## config.mk

```make
export PLATFORM = sky130hd
export DESIGN_NAME = mem_access_ctrl_flat
export DESIGN_NICKNAME = d
export VERILOG_FILES = /design/src/rtl/mem_access_ctrl_if.sv /design/src/rtl/mem_access_ctrl.sv /design/src/flat_wrapper.sv
export SDC_FILE = /design/constraint.sdc
export NUM_CORES = 1
export LEC_CHECK = 0
export BUFFER_PORTS_ARGS = -buffer_cell sky130_fd_sc_hd__buf_2
export CAP_MARGIN = 20
export CORE_UTILIZATION = 53
export DETAILED_ROUTE_END_ITERATION = 10
export GPL_ROUTABILITY_DRIVEN = 0
export PLACE_DENSITY = 0.95
export SYNTH_ARGS = -nofsm -noshare
export SYNTH_HDL_FRONTEND = slang
export SYNTH_SLANG_ARGS = --single-unit
export TNS_END_PERCENT = 1
```

## constraint.sdc

```tcl
create_clock -name clk -period 4.7 [get_ports clk]
set_input_delay 0.47 -clock clk [delete_from_list [all_inputs] [get_ports clk]]
set_output_delay 0.47 -clock clk [all_outputs]
set_load 0.02 [all_outputs]
```

## src/rtl/mem_access_ctrl_if.sv

```systemverilog
// Bundle of the fetch, data and memory-port signals around mem_access_ctrl.
// The controller is the slave; the core requesters and the memory form the master side.
interface mem_access_ctrl_if;
   // Instruction fetch requester
   logic        if_req;
   logic [31:0] if_addr;
   logic [31:0] if_rdata;
   logic        if_done;
   logic        if_err;
   // Data load/store requester
   logic        d_req;
   logic        d_we;
   logic [31:0] d_addr;
   logic [31:0] d_wdata;
   logic [1:0]  d_size;
   logic        d_unsigned;
   logic [31:0] d_rdata;
   logic        d_done;
   logic        d_err;
   logic        mdr_load;
   // Unified memory port
   logic        mem_req;
   logic        mem_we;
   logic [31:0] mem_addr;
   logic [31:0] mem_wdata;
   logic [3:0]  mem_be;
   logic [31:0] mem_rdata;
   logic        mem_ready;

   modport slave (
      input  if_req, if_addr, d_req, d_we, d_addr, d_wdata, d_size, d_unsigned,
             mem_rdata, mem_ready,
      output if_rdata, if_done, if_err, d_rdata, d_done, d_err, mdr_load,
             mem_req, mem_we, mem_addr, mem_wdata, mem_be
   );

   modport master (
      output if_req, if_addr, d_req, d_we, d_addr, d_wdata, d_size, d_unsigned,
             mem_rdata, mem_ready,
      input  if_rdata, if_done, if_err, d_rdata, d_done, d_err, mdr_load,
             mem_req, mem_we, mem_addr, mem_wdata, mem_be
   );
endinterface

```

## src/rtl/mem_access_ctrl.sv

```systemverilog
// Memory access controller: shares one word-wide memory port between instruction
// fetch and data load/store, with byte-lane formatting, wait states and a timeout.
module mem_access_ctrl #(
   parameter int unsigned TIMEOUT_CYCLES = 16
) (
   input logic               clk,
   input logic               rst,
   mem_access_ctrl_if.slave  bus
);

   localparam int unsigned CNT_W = $clog2(TIMEOUT_CYCLES + 1);
   localparam logic [CNT_W-1:0] CNT_LAST = CNT_W'(TIMEOUT_CYCLES - 1);

   typedef enum logic [1:0] {StIdle, StAccess, StResp} state_e;

   state_e           state_q;
   logic             owner_data_q;  // 1: data requester owns the access
   logic             we_q;
   logic [1:0]       lo_q;          // byte offset within the word
   logic [1:0]       size_q;
   logic             uns_q;
   logic [CNT_W-1:0] cnt_q;

   logic        grant_data;
   logic        grant_any;
   logic        grant_bad;
   logic [31:0] grant_addr;
   logic [31:0] grant_wdata;
   logic [3:0]  grant_be;
   logic [31:0] shifted;
   logic [31:0] load_data;

   // Arbitration (data wins) and store lane formatting of the request seen in IDLE
   always_comb begin
      grant_data  = bus.d_req;
      grant_any   = bus.d_req | bus.if_req;
      grant_addr  = grant_data ? bus.d_addr : bus.if_addr;
      grant_wdata = 32'h0;
      grant_be    = 4'b1111;
      grant_bad   = 1'b0;
      if (grant_data) begin
         grant_wdata = bus.d_wdata;
         case (bus.d_size)
            2'b00: begin
               grant_wdata = {4{bus.d_wdata[7:0]}};
               if (bus.d_we) grant_be = 4'b0001 << bus.d_addr[1:0];
            end
            2'b01: begin
               grant_wdata = {2{bus.d_wdata[15:0]}};
               if (bus.d_we) grant_be = bus.d_addr[1] ? 4'b1100 : 4'b0011;
               grant_bad   = bus.d_addr[0];
            end
            2'b10:   grant_bad = |bus.d_addr[1:0];
            default: grant_bad = 1'b1;
         endcase
      end else begin
         grant_bad = |bus.if_addr[1:0];
      end
   end

   // Load alignment and sign/zero extension of the word arriving from memory
   always_comb begin
      shifted = bus.mem_rdata >> {lo_q, 3'b000};
      case (size_q)
         2'b00:   load_data = uns_q ? {24'h0, shifted[7:0]} : {{24{shifted[7]}}, shifted[7:0]};
         2'b01:   load_data = uns_q ? {16'h0, shifted[15:0]} : {{16{shifted[15]}}, shifted[15:0]};
         default: load_data = bus.mem_rdata;
      endcase
   end

   // Access sequencer with registered memory-port and completion outputs
   always_ff @(posedge clk or negedge rst) begin
      if (!rst) begin
         state_q       <= StIdle;
         owner_data_q  <= 1'b0;
         we_q          <= 1'b0;
         lo_q          <= 2'b00;
         size_q        <= 2'b00;
         uns_q         <= 1'b0;
         cnt_q         <= '0;
         bus.mem_req   <= 1'b0;
         bus.mem_we    <= 1'b0;
         bus.mem_addr  <= 32'h0;
         bus.mem_wdata <= 32'h0;
         bus.mem_be    <= 4'b0000;
         bus.if_done   <= 1'b0;
         bus.if_err    <= 1'b0;
         bus.if_rdata  <= 32'h0;
         bus.d_done    <= 1'b0;
         bus.d_err     <= 1'b0;
         bus.d_rdata   <= 32'h0;
         bus.mdr_load  <= 1'b0;
      end else begin
         bus.if_done  <= 1'b0;
         bus.if_err   <= 1'b0;
         bus.d_done   <= 1'b0;
         bus.d_err    <= 1'b0;
         bus.mdr_load <= 1'b0;
         case (state_q)
            StIdle: begin
               if (grant_any) begin
                  owner_data_q  <= grant_data;
                  we_q          <= grant_data & bus.d_we;
                  lo_q          <= grant_addr[1:0];
                  size_q        <= grant_data ? bus.d_size : 2'b10;
                  uns_q         <= grant_data & bus.d_unsigned;
                  cnt_q         <= '0;
                  bus.mem_addr  <= {grant_addr[31:2], 2'b00};
                  bus.mem_wdata <= grant_wdata;
                  bus.mem_be    <= grant_be;
                  if (grant_bad) begin
                     // Rejected without a memory cycle
                     state_q <= StResp;
                     if (grant_data) begin
                        bus.d_done  <= 1'b1;
                        bus.d_err   <= 1'b1;
                        bus.d_rdata <= 32'h0;
                     end else begin
                        bus.if_done  <= 1'b1;
                        bus.if_err   <= 1'b1;
                        bus.if_rdata <= 32'h0;
                     end
                  end else begin
                     state_q     <= StAccess;
                     bus.mem_req <= 1'b1;
                     bus.mem_we  <= grant_data & bus.d_we;
                  end
               end
            end
            StAccess: begin
               if (bus.mem_ready) begin
                  state_q     <= StResp;
                  bus.mem_req <= 1'b0;
                  bus.mem_we  <= 1'b0;
                  if (owner_data_q) begin
                     bus.d_done   <= 1'b1;
                     bus.d_rdata  <= load_data;
                     bus.mdr_load <= ~we_q;
                  end else begin
                     bus.if_done  <= 1'b1;
                     bus.if_rdata <= bus.mem_rdata;
                  end
               end else if (cnt_q == CNT_LAST) begin
                  state_q     <= StResp;
                  bus.mem_req <= 1'b0;
                  bus.mem_we  <= 1'b0;
                  if (owner_data_q) begin
                     bus.d_done  <= 1'b1;
                     bus.d_err   <= 1'b1;
                     bus.d_rdata <= 32'h0;
                  end else begin
                     bus.if_done  <= 1'b1;
                     bus.if_err   <= 1'b1;
                     bus.if_rdata <= 32'h0;
                  end
               end else begin
                  cnt_q <= cnt_q + 1'b1;
               end
            end
            StResp:  state_q <= StIdle;
            default: state_q <= StIdle;
         endcase
      end
   end

endmodule

```

## src/flat_wrapper.sv

```systemverilog
// flat-port wrapper written by rule: the top's interface ports become plain ports
module mem_access_ctrl_flat 
#(
   parameter int unsigned TIMEOUT_CYCLES = 16
)
  (clk, rst, bus_if_req, bus_if_addr, bus_d_req, bus_d_we, bus_d_addr, bus_d_wdata, bus_d_size, bus_d_unsigned, bus_mem_rdata, bus_mem_ready, bus_if_rdata, bus_if_done, bus_if_err, bus_d_rdata, bus_d_done, bus_d_err, bus_mdr_load, bus_mem_req, bus_mem_we, bus_mem_addr, bus_mem_wdata, bus_mem_be);
  mem_access_ctrl_if bus_i ();
  input logic clk;
  input logic rst;
  input wire logic [$bits(bus_i.if_req)-1:0] bus_if_req;
  input wire logic [$bits(bus_i.if_addr)-1:0] bus_if_addr;
  input wire logic [$bits(bus_i.d_req)-1:0] bus_d_req;
  input wire logic [$bits(bus_i.d_we)-1:0] bus_d_we;
  input wire logic [$bits(bus_i.d_addr)-1:0] bus_d_addr;
  input wire logic [$bits(bus_i.d_wdata)-1:0] bus_d_wdata;
  input wire logic [$bits(bus_i.d_size)-1:0] bus_d_size;
  input wire logic [$bits(bus_i.d_unsigned)-1:0] bus_d_unsigned;
  input wire logic [$bits(bus_i.mem_rdata)-1:0] bus_mem_rdata;
  input wire logic [$bits(bus_i.mem_ready)-1:0] bus_mem_ready;
  output wire logic [$bits(bus_i.if_rdata)-1:0] bus_if_rdata;
  output wire logic [$bits(bus_i.if_done)-1:0] bus_if_done;
  output wire logic [$bits(bus_i.if_err)-1:0] bus_if_err;
  output wire logic [$bits(bus_i.d_rdata)-1:0] bus_d_rdata;
  output wire logic [$bits(bus_i.d_done)-1:0] bus_d_done;
  output wire logic [$bits(bus_i.d_err)-1:0] bus_d_err;
  output wire logic [$bits(bus_i.mdr_load)-1:0] bus_mdr_load;
  output wire logic [$bits(bus_i.mem_req)-1:0] bus_mem_req;
  output wire logic [$bits(bus_i.mem_we)-1:0] bus_mem_we;
  output wire logic [$bits(bus_i.mem_addr)-1:0] bus_mem_addr;
  output wire logic [$bits(bus_i.mem_wdata)-1:0] bus_mem_wdata;
  output wire logic [$bits(bus_i.mem_be)-1:0] bus_mem_be;
  assign bus_i.if_req = bus_if_req;
  assign bus_i.if_addr = bus_if_addr;
  assign bus_i.d_req = bus_d_req;
  assign bus_i.d_we = bus_d_we;
  assign bus_i.d_addr = bus_d_addr;
  assign bus_i.d_wdata = bus_d_wdata;
  assign bus_i.d_size = bus_d_size;
  assign bus_i.d_unsigned = bus_d_unsigned;
  assign bus_i.mem_rdata = bus_mem_rdata;
  assign bus_i.mem_ready = bus_mem_ready;
  assign bus_if_rdata = bus_i.if_rdata;
  assign bus_if_done = bus_i.if_done;
  assign bus_if_err = bus_i.if_err;
  assign bus_d_rdata = bus_i.d_rdata;
  assign bus_d_done = bus_i.d_done;
  assign bus_d_err = bus_i.d_err;
  assign bus_mdr_load = bus_i.mdr_load;
  assign bus_mem_req = bus_i.mem_req;
  assign bus_mem_we = bus_i.mem_we;
  assign bus_mem_addr = bus_i.mem_addr;
  assign bus_mem_wdata = bus_i.mem_wdata;
  assign bus_mem_be = bus_i.mem_be;
  mem_access_ctrl #(.TIMEOUT_CYCLES(TIMEOUT_CYCLES)) u_core (.clk(clk), .rst(rst), .bus(bus_i));
endmodule
```

==> run_results.csv <==
group,metric,value,unit
status,outcome,"finished, final reports clean",
yosys,synthArstFlopShare,1.000,
yosys,synth-edff-count,0,
global_routing,antenna_found_initial,0,
worst_setup_path,r2r_end,"u_core.bus.d_rdata[17]$_DFFE_PN0P_",
routing,drt_iter0_drc,603,
timing,fmax,0.3818,GHz
global_routing,grt_pass1_wl,30.79,mm
final_layout,num_antenna_cells,0,
yosys,ys_seq_area_frac,0.5385,
yosys,synthDominantCellAreaShare,0.5385,
clocking,cts_resized,0,
global_routing,grtUsageMet1,0.3590,
final_layout,final_core_util,0.7082,
worst_setup_path,required,5000,ps
yosys,synth_top_cell_by_area,"dfrtp_1",
die,dieArea,0.01370,mm2
timing,fin_crit,2619,ps
worst_setup_path,crit_type,"reg -> reg",
die,rows,41,
final_layout,drive_gt1_frac,0.3337,
place,hpwlAfterDp,14.68,mm
worst_setup_path,end_kind,"register",
global_routing,grt_max_degree,102,
global_routing,grt_usage,0.3036,
timing,tns,0,ps
timing,min_period_over_period,0.5573,
die,die_y,117.1,um
clocking,cts_tree,"done",
timing,setup-violations-final,0,
timing,hold_ws,124.6,ps
routing,wirelength,20.24,mm
routing,viasPerCell,5.661,
die,die_w,117.1,um
final_layout,final_nets,1073,
timing,finClkSkew,8.497,ps
clocking,clock-root-buffer,"clkbuf_16",
global_routing,gr-usage-met2,0.5045,
die,core_area,0.01277,mm2
global_routing,overflow,0,
yosys,synth_ff_type,"dfrtp_1",
routing,vias,6335,
final_layout,syn_to_final_growth,28.92,%
flow_run,drv_cap,0,
worst_setup_path,reg2reg_depth,4,
global_routing,grt_pass1_vias,6165,
routing,first_pass_iters,5,
worst_setup_path,crit_arrival,2920,ps
final_layout,mostFrequentLayoutCells,"272 x buf_2, 151 x dfrtp_1, 104 x nand2_1",
place,port_buffers,273,
clocking,ctsHoldBuffers,0,
global_routing,grt-busiest-layer,"met2",
routing,wl_per_cell,18.09,um
final_layout,stdcell_count,1119,
worst_setup_path,startpoint,"u_core.state_q[0]$_DFFE_PN0P_",
die,start_util,0.5493,
yosys,synth_area_leaders,"dfrtp_1 54%, mux2i_1 14%, o21ai_0 5.9%, nand2_1 5.6%, a221o_1 2.4%",
hold_path,hold_path_class,"in -> async",
yosys,syn_inst,681,
timing,rsz0062_at_grt,"false",
place,placed_cells,1086,
yosys,syn-cell-area,0.007017,mm2
timing,worstMarginPinSlew,1052,ps
worst_setup_path,reg2reg_from,"u_core.state_q[0]$_DFFE_PN0P_",
power_and_ir_drop,powerDensity,646.2,mW/mm2
final_layout,layout_commonest_cell,"buf_2",
yosys,yosysUniqueCellTypes,44,
routing,drtAntennaViolNets,0,
clocking,cts_buffer_depth,2,
worst_setup_path,rrSetupSlack,2080,ps
routing,drc,0,
clocking,htree_levels,4,
timing,slew_headroom,0.2985,
timing,hold_violations,0,
yosys,yosysWarnings,0,
power_and_ir_drop,leakage,4.835,nW
power_and_ir_drop,fin_total_pwr,5.846,mW
clocking,path_clk_slew,60,ps
clocking,insertion_delay,430,ps
power_and_ir_drop,ir_drop,481.7,uV
worst_setup_path,crit_path_end,"u_core.bus.d_rdata[17]$_DFFE_PN0P_",
global_routing,gr-usage-met3,0.08805,
yosys,avgSynthCellArea,10.30,um2
worst_setup_path,critPathMaxFanout,33,
clocking,cts_setup_buffers,0,
clocking,clock_sinks,151,
timing,finalMaxSlewViolations,0,
worst_setup_path,cp-start-kind,"register",
clocking,cts_made_buffers,17,
yosys,ys_seq_elements,151,
die,ios,276,
==> synth_stat cells, types with 4 or more instances <==
library cell  instances
nor2_1               23
a32o_1                9
or3_1                 4
inv_1                39
buf_1                 7
a22o_1               11
nand2b_1             17
nor3_1                4
o21a_1                5
o21ai_0              83
a221o_1              17
clkbuf_1             29
mux2i_1              96
o2bb2ai_1             8
nor2b_1               5
a21oi_1              28
buf_2                 6
nand2_1             104
dfrtp_1             151
==> worst min-delay path by stage <==
| stage | startpoint | end | slack, ps |
|---|---|---|---|
| 2_1_floorplan | rst | u_core.bus.d_done$_DFF_PN0_ | 170 |
| 3_3_place_gp | u_core.bus.mem_wdata[18]$_DFFE_PN0P_ | u_core.bus.mem_wdata[18]$_DFFE_PN0P_ | 460 |
| 3_5_place_dp | u_core.bus.mem_addr[6]$_DFFE_PN0P_ | u_core.bus.mem_addr[6]$_DFFE_PN0P_ | 470 |
| 4_1_cts | rst | u_core.bus.if_rdata[17]$_DFFE_PN0P_ | 180 |
| 5_1_grt | rst | u_core.bus.if_rdata[17]$_DFFE_PN0P_ | 220 |
| 6_report | rst | u_core.bus.if_rdata[17]$_DFFE_PN0P_ | 120 |
==> worst max-delay path: stages (launching register included) <==
cell and delay (ps):
dfrtp_1 450, or3b_1 760, or3_1 490, o21a_2 350
a221o_1 440
==> per-layer routing <==
layer,wire length (um),part of all wire,vias to the layer above
li1,-,-,2876
met1,8002,0.40,3061
met2,9972,0.49,335
met3,1568,0.077,63
met4,694,0.034,0
met5,0,0,-
==> layout make-up <==
| cell class | count | area (um2) |
|---|---|---|
| sequential | 151 | 3779 |
| fill | 891 | 3727 |
| multi-input combinational | 446 | 2905 |
| timing repair buffer | 279 | 1418 |
| clock buffer | 21 | 460.4 |
| tap | 172 | 215.2 |
| inverter | 39 | 146.4 |
| clock inverter | 11 | 122.6 |
==> cells by family after synthesis <==
| group | Yosys count | synth area share |
|---|---|---|
| xor+xnor | 1 | 0.001248 |
| flops | 151 | 0.5385 |
| fa+ha+maj | 2 | 0.003566 |
| compound gates | 170 | 0.1562 |
| buf+inv | 85 | 0.04975 |
| simple gates | 173 | 0.1100 |
| other cells | 1 | 0.0005344 |
| mux | 98 | 0.1402 |
==> state kept, by name (all words and copies together), names as in the netlist <==
| register | flops |
|---|---|
| u_core.bus.d_rdata | 32 |
| u_core.bus.if_rdata | 32 |
| u_core.bus.mem_wdata | 32 |
| u_core.bus.mem_addr | 30 |
| u_core.cnt_q | 5 |
| u_core.bus.mem_be | 4 |
| u_core.lo_q | 2 |
| u_core.size_q | 2 |
| u_core.state_q | 2 |
| u_core.bus.d_done | 1 |
| u_core.bus.d_err | 1 |
| u_core.bus.if_done | 1 |
| u_core.bus.if_err | 1 |
| u_core.bus.mdr_load | 1 |
| u_core.bus.mem_req | 1 |
| u_core.bus.mem_we | 1 |
| u_core.owner_data_q | 1 |
| u_core.uns_q | 1 |
| u_core.we_q | 1 |
==> metrics by stage <==
step / worst slack (ps) / area, um2
finish: 2081 / 9046
global route: 1934 / 9046
CTS: 2100 / 9039
detailed placement: 2045 / 8456
global placement: 2081 / 8456
floorplan: 2573 / 7020
==> report_power, final <==
part	switching, mW	total (mW)	leakage (nW)	internal [mW]
logic	1.49	2.30	2.58	0.809
clock network	0.540	1.35	0.288	0.810
registers	0.390	2.20	1.97	1.81
Note: power is estimated with default switching activity, not from simulation.
